$ cat config.mk
export PLATFORM = sky130hd
export DESIGN_NAME = line_burst_adapter_flat
export DESIGN_NICKNAME = d
export VERILOG_FILES = /design/src/rtl/line_burst_pkg.sv /design/src/rtl/line_burst_adapter_if.sv /design/src/rtl/line_burst_adapter_beat_buffer.sv /design/src/rtl/line_burst_adapter.sv /design/src/flat_wrapper.sv
export SDC_FILE = /design/constraint.sdc
export NUM_CORES = 1
export LEC_CHECK = 0
export BUFFER_PORTS_ARGS = -buffer_cell sky130_fd_sc_hd__buf_2
export CORE_AREA = 2 2 275 277
export CTS_BUF_LIST = sky130_fd_sc_hd__clkbuf_4 sky130_fd_sc_hd__clkbuf_8
export DETAILED_ROUTE_END_ITERATION = 10
export DIE_AREA = 0 0 277 279
export PLACE_DENSITY = 0.48
export SETUP_SLACK_MARGIN = 0.1
export SKIP_CTS_REPAIR_TIMING = 1
export SLEW_MARGIN = 20
export SYNTH_ARGS = -nofsm -noshare
export SYNTH_HDL_FRONTEND = slang
export SYNTH_SLANG_ARGS = --single-unit
$ cat constraint.sdc
create_clock -name clk -period 3.8 [get_ports clk]
set_input_delay 0.76 -clock clk [delete_from_list [all_inputs] [get_ports clk]]
set_output_delay 0.76 -clock clk [all_outputs]
set_load 0.005 [all_outputs]
$ cat src/rtl/line_burst_pkg.sv
// Shared constants, state encodings and helpers for the line burst adapter.
// Optional counters live behind LINE_BURST_ADAPTER_PERF_EN in the top.
package line_burst_pkg;

  localparam int BEATS       = 4;
  localparam int BEAT_W      = 64;
  localparam int LINE_W      = BEATS * BEAT_W;
  localparam int ADDR_W      = 32;
  localparam int OFFSET_BITS = 5;
  localparam int BEAT_IW     = $clog2(BEATS);
  localparam int PERF_W      = 32;

  typedef logic [1:0]         state_t;
  typedef logic [BEAT_IW-1:0] beat_t;
  typedef logic [ADDR_W-1:0]  addr_t;
  typedef logic [BEAT_W-1:0]  beat_data_t;
  typedef logic [LINE_W-1:0]  line_t;
  typedef logic [PERF_W-1:0]  perf_t;

  localparam state_t IDLE  = 2'd0;
  localparam state_t READ  = 2'd1;
  localparam state_t WRITE = 2'd2;
  localparam state_t DONE  = 2'd3;

  localparam beat_t LAST_BEAT = beat_t'(BEATS - 1);

  function automatic addr_t line_align(input addr_t a);
    return {a[ADDR_W-1:OFFSET_BITS], {OFFSET_BITS{1'b0}}};
  endfunction

  function automatic perf_t sat_inc(input perf_t v);
    return (v == '1) ? v : v + 1'b1;
  endfunction

endpackage

$ cat src/rtl/line_burst_adapter_if.sv
// Line-side and burst-side signal bundle of the line burst adapter.
// slave is the adapter's view; master is the arbiter/memory-model view.
interface line_burst_adapter_if;
  import line_burst_pkg::*;

  addr_t      line_address;
  logic       line_read;
  logic       line_write;
  line_t      line_wdata;
  line_t      line_rdata;
  logic       line_resp;

  addr_t      burst_address;
  logic       burst_read;
  logic       burst_write;
  beat_data_t burst_wdata;
  beat_data_t burst_rdata;
  logic       burst_resp;

  modport slave (
    input  line_address,
    input  line_read,
    input  line_write,
    input  line_wdata,
    output line_rdata,
    output line_resp,
    output burst_address,
    output burst_read,
    output burst_write,
    output burst_wdata,
    input  burst_rdata,
    input  burst_resp
  );

  modport master (
    output line_address,
    output line_read,
    output line_write,
    output line_wdata,
    input  line_rdata,
    input  line_resp,
    input  burst_address,
    input  burst_read,
    input  burst_write,
    input  burst_wdata,
    output burst_rdata,
    output burst_resp
  );

endinterface

$ cat src/rtl/line_burst_adapter_beat_buffer.sv
// line_beat_buffer: read line assembled beat by beat, plus a write line
// loaded whole and presented one beat at a time.
module line_beat_buffer
  import line_burst_pkg::*;
(
  input  logic       clk,
  input  logic       rst,
  input  logic       cap_en,
  input  beat_t      cap_idx,
  input  beat_data_t cap_data,
  input  logic       load_en,
  input  line_t      load_data,
  input  beat_t      sel_idx,
  output line_t      cap_line,
  output beat_data_t sel_data
);

  line_t load_line;

  // Kept separate so a write burst never disturbs the last read line.
  always_ff @(posedge clk or negedge rst) begin
    if (!rst) begin
      cap_line <= '0;
    end else if (cap_en) begin
      cap_line[cap_idx*BEAT_W +: BEAT_W] <= cap_data;
    end
  end

  always_ff @(posedge clk or negedge rst) begin
    if (!rst) begin
      load_line <= '0;
    end else if (load_en) begin
      load_line <= load_data;
    end
  end

  assign sel_data = load_line[sel_idx*BEAT_W +: BEAT_W];

endmodule

$ cat src/rtl/line_burst_adapter.sv
// Cacheline to 4x64-bit burst adapter between arbiter and physical memory.
// Define LINE_BURST_ADAPTER_PERF_EN to add read/write/stall counters.
module line_burst_adapter
  import line_burst_pkg::*;
(
  input  logic clk,
  input  logic rst,
  line_burst_adapter_if.slave bus
`ifdef LINE_BURST_ADAPTER_PERF_EN
  ,
  output perf_t perf_reads,
  output perf_t perf_writes,
  output perf_t perf_stalls
`endif
);

  state_t     state;
  beat_t      beat;
  addr_t      addr_q;
  logic       in_read;
  logic       in_write;
  logic       active;
  logic       last;
  logic       accept_wr;
  logic       cap_en;
  line_t      cap_line;
  beat_data_t sel_data;

  assign in_read   = (state == READ);
  assign in_write  = (state == WRITE);
  assign active    = in_read | in_write;
  assign last      = (beat == LAST_BEAT);
  assign accept_wr = (state == IDLE) & bus.line_write;
  assign cap_en    = in_read & bus.burst_resp;

  // Write wins a simultaneous request so dirty writebacks go first.
  always_ff @(posedge clk or negedge rst) begin
    if (!rst) begin
      state  <= IDLE;
      beat   <= '0;
      addr_q <= '0;
    end else begin
      unique case (state)
        IDLE: begin
          if (bus.line_write) begin
            addr_q <= line_align(bus.line_address);
            state  <= WRITE;
          end else if (bus.line_read) begin
            addr_q <= line_align(bus.line_address);
            state  <= READ;
          end
        end
        READ, WRITE: begin
          if (bus.burst_resp) begin
            beat <= beat + 1'b1;
            if (last) begin
              state <= DONE;
            end
          end
        end
        DONE: begin
          beat  <= '0;
          state <= IDLE;
        end
        default: begin
          beat  <= '0;
          state <= IDLE;
        end
      endcase
    end
  end

  line_beat_buffer u_buf (
    .clk       (clk),
    .rst       (rst),
    .cap_en    (cap_en),
    .cap_idx   (beat),
    .cap_data  (bus.burst_rdata),
    .load_en   (accept_wr),
    .load_data (bus.line_wdata),
    .sel_idx   (beat),
    .cap_line  (cap_line),
    .sel_data  (sel_data)
  );

  assign bus.burst_read    = in_read;
  assign bus.burst_write   = in_write;
  assign bus.burst_address = active ? addr_q : '0;
  assign bus.burst_wdata   = in_write ? sel_data : '0;
  assign bus.line_resp     = (state == DONE);
  assign bus.line_rdata    = cap_line;

`ifdef LINE_BURST_ADAPTER_PERF_EN
  logic done_rd;
  logic done_wr;
  logic stall;

  assign done_rd = in_read & bus.burst_resp & last;
  assign done_wr = in_write & bus.burst_resp & last;
  assign stall   = active & ~bus.burst_resp;

  always_ff @(posedge clk or negedge rst) begin
    if (!rst) begin
      perf_reads  <= '0;
      perf_writes <= '0;
      perf_stalls <= '0;
    end else begin
      if (done_rd) perf_reads  <= sat_inc(perf_reads);
      if (done_wr) perf_writes <= sat_inc(perf_writes);
      if (stall)   perf_stalls <= sat_inc(perf_stalls);
    end
  end
`endif

endmodule
$ cat src/flat_wrapper.sv
// flat-port wrapper written by rule: the top's interface ports become plain ports
module line_burst_adapter_flat import line_burst_pkg::*;
  (clk, rst, bus_line_address, bus_line_read, bus_line_write, bus_line_wdata, bus_line_rdata, bus_line_resp, bus_burst_address, bus_burst_read, bus_burst_write, bus_burst_wdata, bus_burst_rdata, bus_burst_resp);
  line_burst_adapter_if bus_i ();
  input  logic clk;
  input  logic rst;
  input wire logic [$bits(bus_i.line_address)-1:0] bus_line_address;
  input wire logic [$bits(bus_i.line_read)-1:0] bus_line_read;
  input wire logic [$bits(bus_i.line_write)-1:0] bus_line_write;
  input wire logic [$bits(bus_i.line_wdata)-1:0] bus_line_wdata;
  output wire logic [$bits(bus_i.line_rdata)-1:0] bus_line_rdata;
  output wire logic [$bits(bus_i.line_resp)-1:0] bus_line_resp;
  output wire logic [$bits(bus_i.burst_address)-1:0] bus_burst_address;
  output wire logic [$bits(bus_i.burst_read)-1:0] bus_burst_read;
  output wire logic [$bits(bus_i.burst_write)-1:0] bus_burst_write;
  output wire logic [$bits(bus_i.burst_wdata)-1:0] bus_burst_wdata;
  input wire logic [$bits(bus_i.burst_rdata)-1:0] bus_burst_rdata;
  input wire logic [$bits(bus_i.burst_resp)-1:0] bus_burst_resp;
  assign bus_i.line_address = bus_line_address;
  assign bus_i.line_read = bus_line_read;
  assign bus_i.line_write = bus_line_write;
  assign bus_i.line_wdata = bus_line_wdata;
  assign bus_line_rdata = bus_i.line_rdata;
  assign bus_line_resp = bus_i.line_resp;
  assign bus_burst_address = bus_i.burst_address;
  assign bus_burst_read = bus_i.burst_read;
  assign bus_burst_write = bus_i.burst_write;
  assign bus_burst_wdata = bus_i.burst_wdata;
  assign bus_i.burst_rdata = bus_burst_rdata;
  assign bus_i.burst_resp = bus_burst_resp;
  line_burst_adapter u_core (.clk(clk), .rst(rst), .bus(bus_i));
endmodule
# Yosys cells after proc, flatten, opt, wreduce, memory -nomap -nowiden
# Index checks and enable logic that the tools add are counted.
# Widths: inputs -> output; s select.
# totals
ff_bits,548
inputBits,357
out_inout_bits,355
elab_cells,39
# op_classes
add_sub_neg,2
n_eq_ne,7
n_shift,3
mux,12
bitwise,3
reduce_logical,7
# ops
operator,count
$bwmux 256,1
$shift 64x34->256 const A,1
$shiftx 256x9->64,1
$shiftx 64x34->256,1
$mux 32,3
$mux 64,1
$neg 8->34,1
$mux 2,5
$eq 2x2->1 const B,3
$pmux 2 s3,1
$pmux 2 s2,1
$reduce_and 2->1,2
$reduce_bool 2->1,2
$ne 3x3->1 const B,1
$reduce_and 3->1,1
$add 2x1->2 const B,1
$and 1x1->1,2
$eq 2x1->1 const B,1
$logic_not 2->1,1
$ne 2x1->1 const B,1
$ne 2x2->1 const B,1
$reduce_or 2->1,1
$or 1x1->1,1

# Logic depth before layout (Yosys ltp)
# depth
ltp_word,4
ltp_mapped,9
ltp_nobuf,5

# Modules after synthesis
# A second synthesis with hierarchy kept.
# hier_totals
cells_unflattened,1564
hier_area_um2,23307.4
# modules_own_cells
mod,n_inst,cells_per_inst,area_each_um2,seq_area_each_um2
line_beat_buffer,1,1370,21328.0,12812.3
line_burst_adapter,1,194,1979.4,775.7

# Worst setup path before layout
# No wires, ideal clock.
# synth_timing
path_kind,reg-to-reg
start,register u_core.beat[1]
end,register u_core.u_buf.cap_line[132]
setup_time_ps,65
t_arrival_ps,2353
required_time_ps,3735
setup_slack_ps,1381
path_stages_with_launch,9
path_buffers,3
period_less_slack_ps,2419
cell_sequence,dfrtp_1 buf_2 buf_1 inv_1 ha_1 nand2b_1 nor4_4 buf_6 a22o_1
# synth_between
elab_chain_len,3
# synth_lines
item,line_no,rtl
from (decl),line_burst_adapter.sv:18,beat_t beat;
from (signal assigned),line_burst_adapter.sv:55,beat <= beat + 1'b1;
$neg 8->34 *,line_burst_adapter_beat_buffer.sv:25,cap_line[cap_idx*BEAT_W +: BEAT_W] <= cap_data;
$shiftx 64x34->256 / $shift 64x34->256 (equally long branches),line_burst_adapter_beat_buffer.sv:25,
$bwmux 256 *,line_burst_adapter_beat_buffer.sv:25,
"to (signal, indexed assignment)",line_burst_adapter_beat_buffer.sv:25,
to (decl),line_burst_adapter_beat_buffer.sv:14,"output line_t cap_line,"
# Every way passes the cells marked *; elsewhere a longest branch is shown, timed or not.
# A chain may end at the register's enable or synchronous reset.

# Worst setup path in the final report
# layout_timing
start,register u_core.beat[0]
end,output bus_burst_wdata[20]
# layout_between
elab_chain_len,2
# layout_lines
item,line_no,rtl
$shiftx 256x9->64,line_burst_adapter_beat_buffer.sv:37,assign sel_data = load_line[sel_idx*BEAT_W +: BEAT_W];
$mux 64,line_burst_adapter.sv:89,assign bus.burst_wdata = in_write ? sel_data : '0;
to (decl),flat_wrapper.sv:16,output wire logic [$bits(bus_i.burst_wdata)-1:0] bus_burst_wdata;
# No other way between the ends.

==> impl_metrics.env <==
export IMPL_synthMuxAreaShare_pct=21.3
export IMPL_clockBufferDepth=3
export IMPL_cts_sinks=543
export IMPL_tns_ps=0
export IMPL_start_kind="flop"
export IMPL_rsz0062_at_grt="no"
export IMPL_synthToLayoutAreaGrowth_pct=31.5
export IMPL_min_path_type="input port to async pin"
export IMPL_synthAdderAreaFrac_pct=0.683
export IMPL_place_congestion=0.833
export IMPL_detail_route_antenna_nets=0
export IMPL_yosys_area_top_type="dfrtp_1"
export IMPL_dpl_cell_count=2993
export IMPL_hpwlAfterDp_um=52700
export IMPL_vias_per_cell=4.89
export IMPL_ir_worst_vdd_uv=341
export IMPL_slew_headroom_pct=30.0
export IMPL_final_cells=3176
export IMPL_yosysWarnings=0
export IMPL_hold_viol_final=0
export IMPL_core_area_sq_um=74100
export IMPL_worst_pin_slew_ps=1040
export IMPL_fill_cells=7141
export IMPL_crit_arrival_ps=2670
export IMPL_fin_crit_sh_pct=90.3
export IMPL_final_util_pct=39.0
export IMPL_drive_gt1_share_pct=57.9
export IMPL_end_kind="output port"
export IMPL_drc=0
export IMPL_die_area_sq_um=77300
export IMPL_rows=100
export IMPL_clockRootBuffer="clkbuf_8"
export IMPL_first_iter_violations=722
export IMPL_synth_top_family_by_area="multiplexers"
export IMPL_nNetsFinal=2494
export IMPL_netlist_instances=1396
export IMPL_synth_compound_area_share_pct=10.3
export IMPL_cap_violations=0
export IMPL_firstDrtPassIters=4
export IMPL_cts_made_buffers=98
export IMPL_worstPathRequired_ps=3040
export IMPL_dieWidth_um=277
export IMPL_synth_simple_area_share_pct=3.24
export IMPL_via_count=15500
export IMPL_yosysSeqAreaShare_pct=61.8
export IMPL_power_density_nw_per_um2=789
export IMPL_cp_max_fo=14
export IMPL_io_buffer_count=701
export IMPL_syn_avg_cell_area_sq_um=15.8
export IMPL_layout_common_cells="buf_2, dfrtp_1, mux2_2, a22o_1, clkbuf_8"
export IMPL_placed_cell_area_sq_um=26800
export IMPL_grt_pass1_wl_um=112000
export IMPL_max_freq_mhz=292
export IMPL_insertion_delay_ps=710
export IMPL_yosysTopAreaCellShare_pct=61.8
export IMPL_setup_viol=0
export IMPL_tritoncts="built"
export IMPL_wirelength_um=75800
export IMPL_yosys_top_cells_area="dfrtp_1, mux2_2, a22o_1, mux4_2, and2_1"
export IMPL_final_common_cell="buf_2"
export IMPL_synth_ff_latch_count=543
export IMPL_grt_usage_pct=19.2
export IMPL_power_mw=22.8
export IMPL_antenna_found_initial=25
export IMPL_start_util_pct=29.7
export IMPL_period_needed_ps=3430
export IMPL_grt_overflow_total=0
export IMPL_slew_violations=0
export IMPL_avgRoutedWirePerCell_um=23.9
export IMPL_cts_max_level=3
export IMPL_clk_pin_slew_worst_paths_ps=60
export IMPL_p_leak_nw=14.5
export IMPL_design_area_sq_um=28900
export IMPL_finClkSkew_ps=33.1
export IMPL_syn_cell_area_sq_um=22000
export IMPL_grt_start_max_net_pins=98
export IMPL_die_h_um=279
export IMPL_worstSetupPathType="flop to output port"
export IMPL_ios=712
export IMPL_grt_pass1_vias=16800
export IMPL_run_status="finished, final reports clean"
export IMPL_synth_xor_area_share_pct=0
export IMPL_synth_cell_types=28
## registers in the layout (all words and copies together), names as in the netlist
| signal | flops |
|---|---|
| u_core.u_buf.cap_line | 256 |
| u_core.beat | 2 |
| u_core.state | 2 |
| u_core.u_buf.load_line | 256 |
| u_core.addr_q | 27 |
## worst paths after layout
check | start | to | slack [ps] | cells after the start
worst max-delay path | u_core.beat[0]$_DFFE_PN0P_ | bus_burst_wdata[20] | 370 | 4
worst min-delay path | rst | u_core.u_buf.load_line[29]$_DFFE_PN0P_ | 130 | 1
worst max register to register | u_core.beat[0]$_DFFE_PN0P_ | u_core.u_buf.cap_line[194]$_DFFE_PN0P_ | 980 | 5
worst min register to register | u_core.addr_q[27]$_DFFE_PN0P_ | u_core.addr_q[27]$_DFFE_PN0P_ | 490 | 1
max in group asynchronous | rst | u_core.u_buf.cap_line[189]$_DFFE_PN0P_ | 2560 | 2
min in group clk | bus_line_wdata[148] | u_core.u_buf.load_line[148]$_DFFE_PN0P_ | 280 | 2
## worst max-delay path, cell delays in order (launching register included)
cell,delay [ps]
dfrtp_4,680
buf_4,400
mux4_2,550
and2_1,190
buf_2,140
## stage by stage
step	hold slack (ps)	setup WS (ps)
floorplan	464	1380
global route	140	140
CTS	115	25.3
finish	130	370
global placement	479	799
detailed placement	485	761
## power by group
group | total [mW] | internal, mW | switching, mW
combinational | 7.66 | 4.39 | 3.28
clock | 5.87 | 3.30 | 2.57
sequential | 9.29 | 8.06 | 1.23
## cell type report
cell class	instances	area (sq um)	share of cell area, %
sequential	543	13600	47.0
multi-input combinational	740	7910	27.4
timing repair buffer	738	4050	14.0
clock buffer	156	1970	6.80
tap	969	1210	4.19
clock inverter	14	143	0.493
antenna	12	30.0	0.104
inverter	4	15.0	0.0519
## synth_stat cells
| cell type | instances |
|---|---|
| nand4_1 | 1 |
| conb_1 | 1 |
| buf_2 | 44 |
| a22oi_1 | 1 |
| nor4_2 | 2 |
| nand3_1 | 3 |
| mux2_2 | 284 |
| nor3b_1 | 1 |
| o21ai_2 | 1 |
| nand4b_1 | 1 |
| inv_1 | 4 |
| a22o_1 | 257 |
| nand2b_1 | 2 |
| nor3_2 | 1 |
| o21ai_0 | 1 |
| nor2_1 | 3 |
| buf_6 | 7 |
| mux4_2 | 64 |
| buf_4 | 12 |
| dfrtp_1 | 543 |
| mux2i_1 | 4 |
| ha_1 | 12 |
| nand3_2 | 1 |
| nand2_1 | 4 |
| and2_1 | 91 |
| clkbuf_1 | 47 |
| buf_1 | 3 |
| nor4_4 | 1 |
## kinds of logic (layout without fill, tap and decap cells)
logic type      after synthesis  in the layout
compound gates              260            260
fa+ha+maj                    12             12
buf+inv                     117            912
flops                       543            543
mux                         352            352
other cells                   1             17
simple gates                111            111
## per-layer routing
layer  wire length (um)  vias to the layer above  share of wire [%]  track usage (%)
met4               2490                       28                3.3             6.76
li1                   -                     6686                  -                -
met1              28700                     8055                 38             22.0
met3               6160                      159                8.1             6.67
met5                160                        -               0.21                0
met2              38200                      608                 50             33.2
No activity file was read; power rests on OpenSTA's default activity.
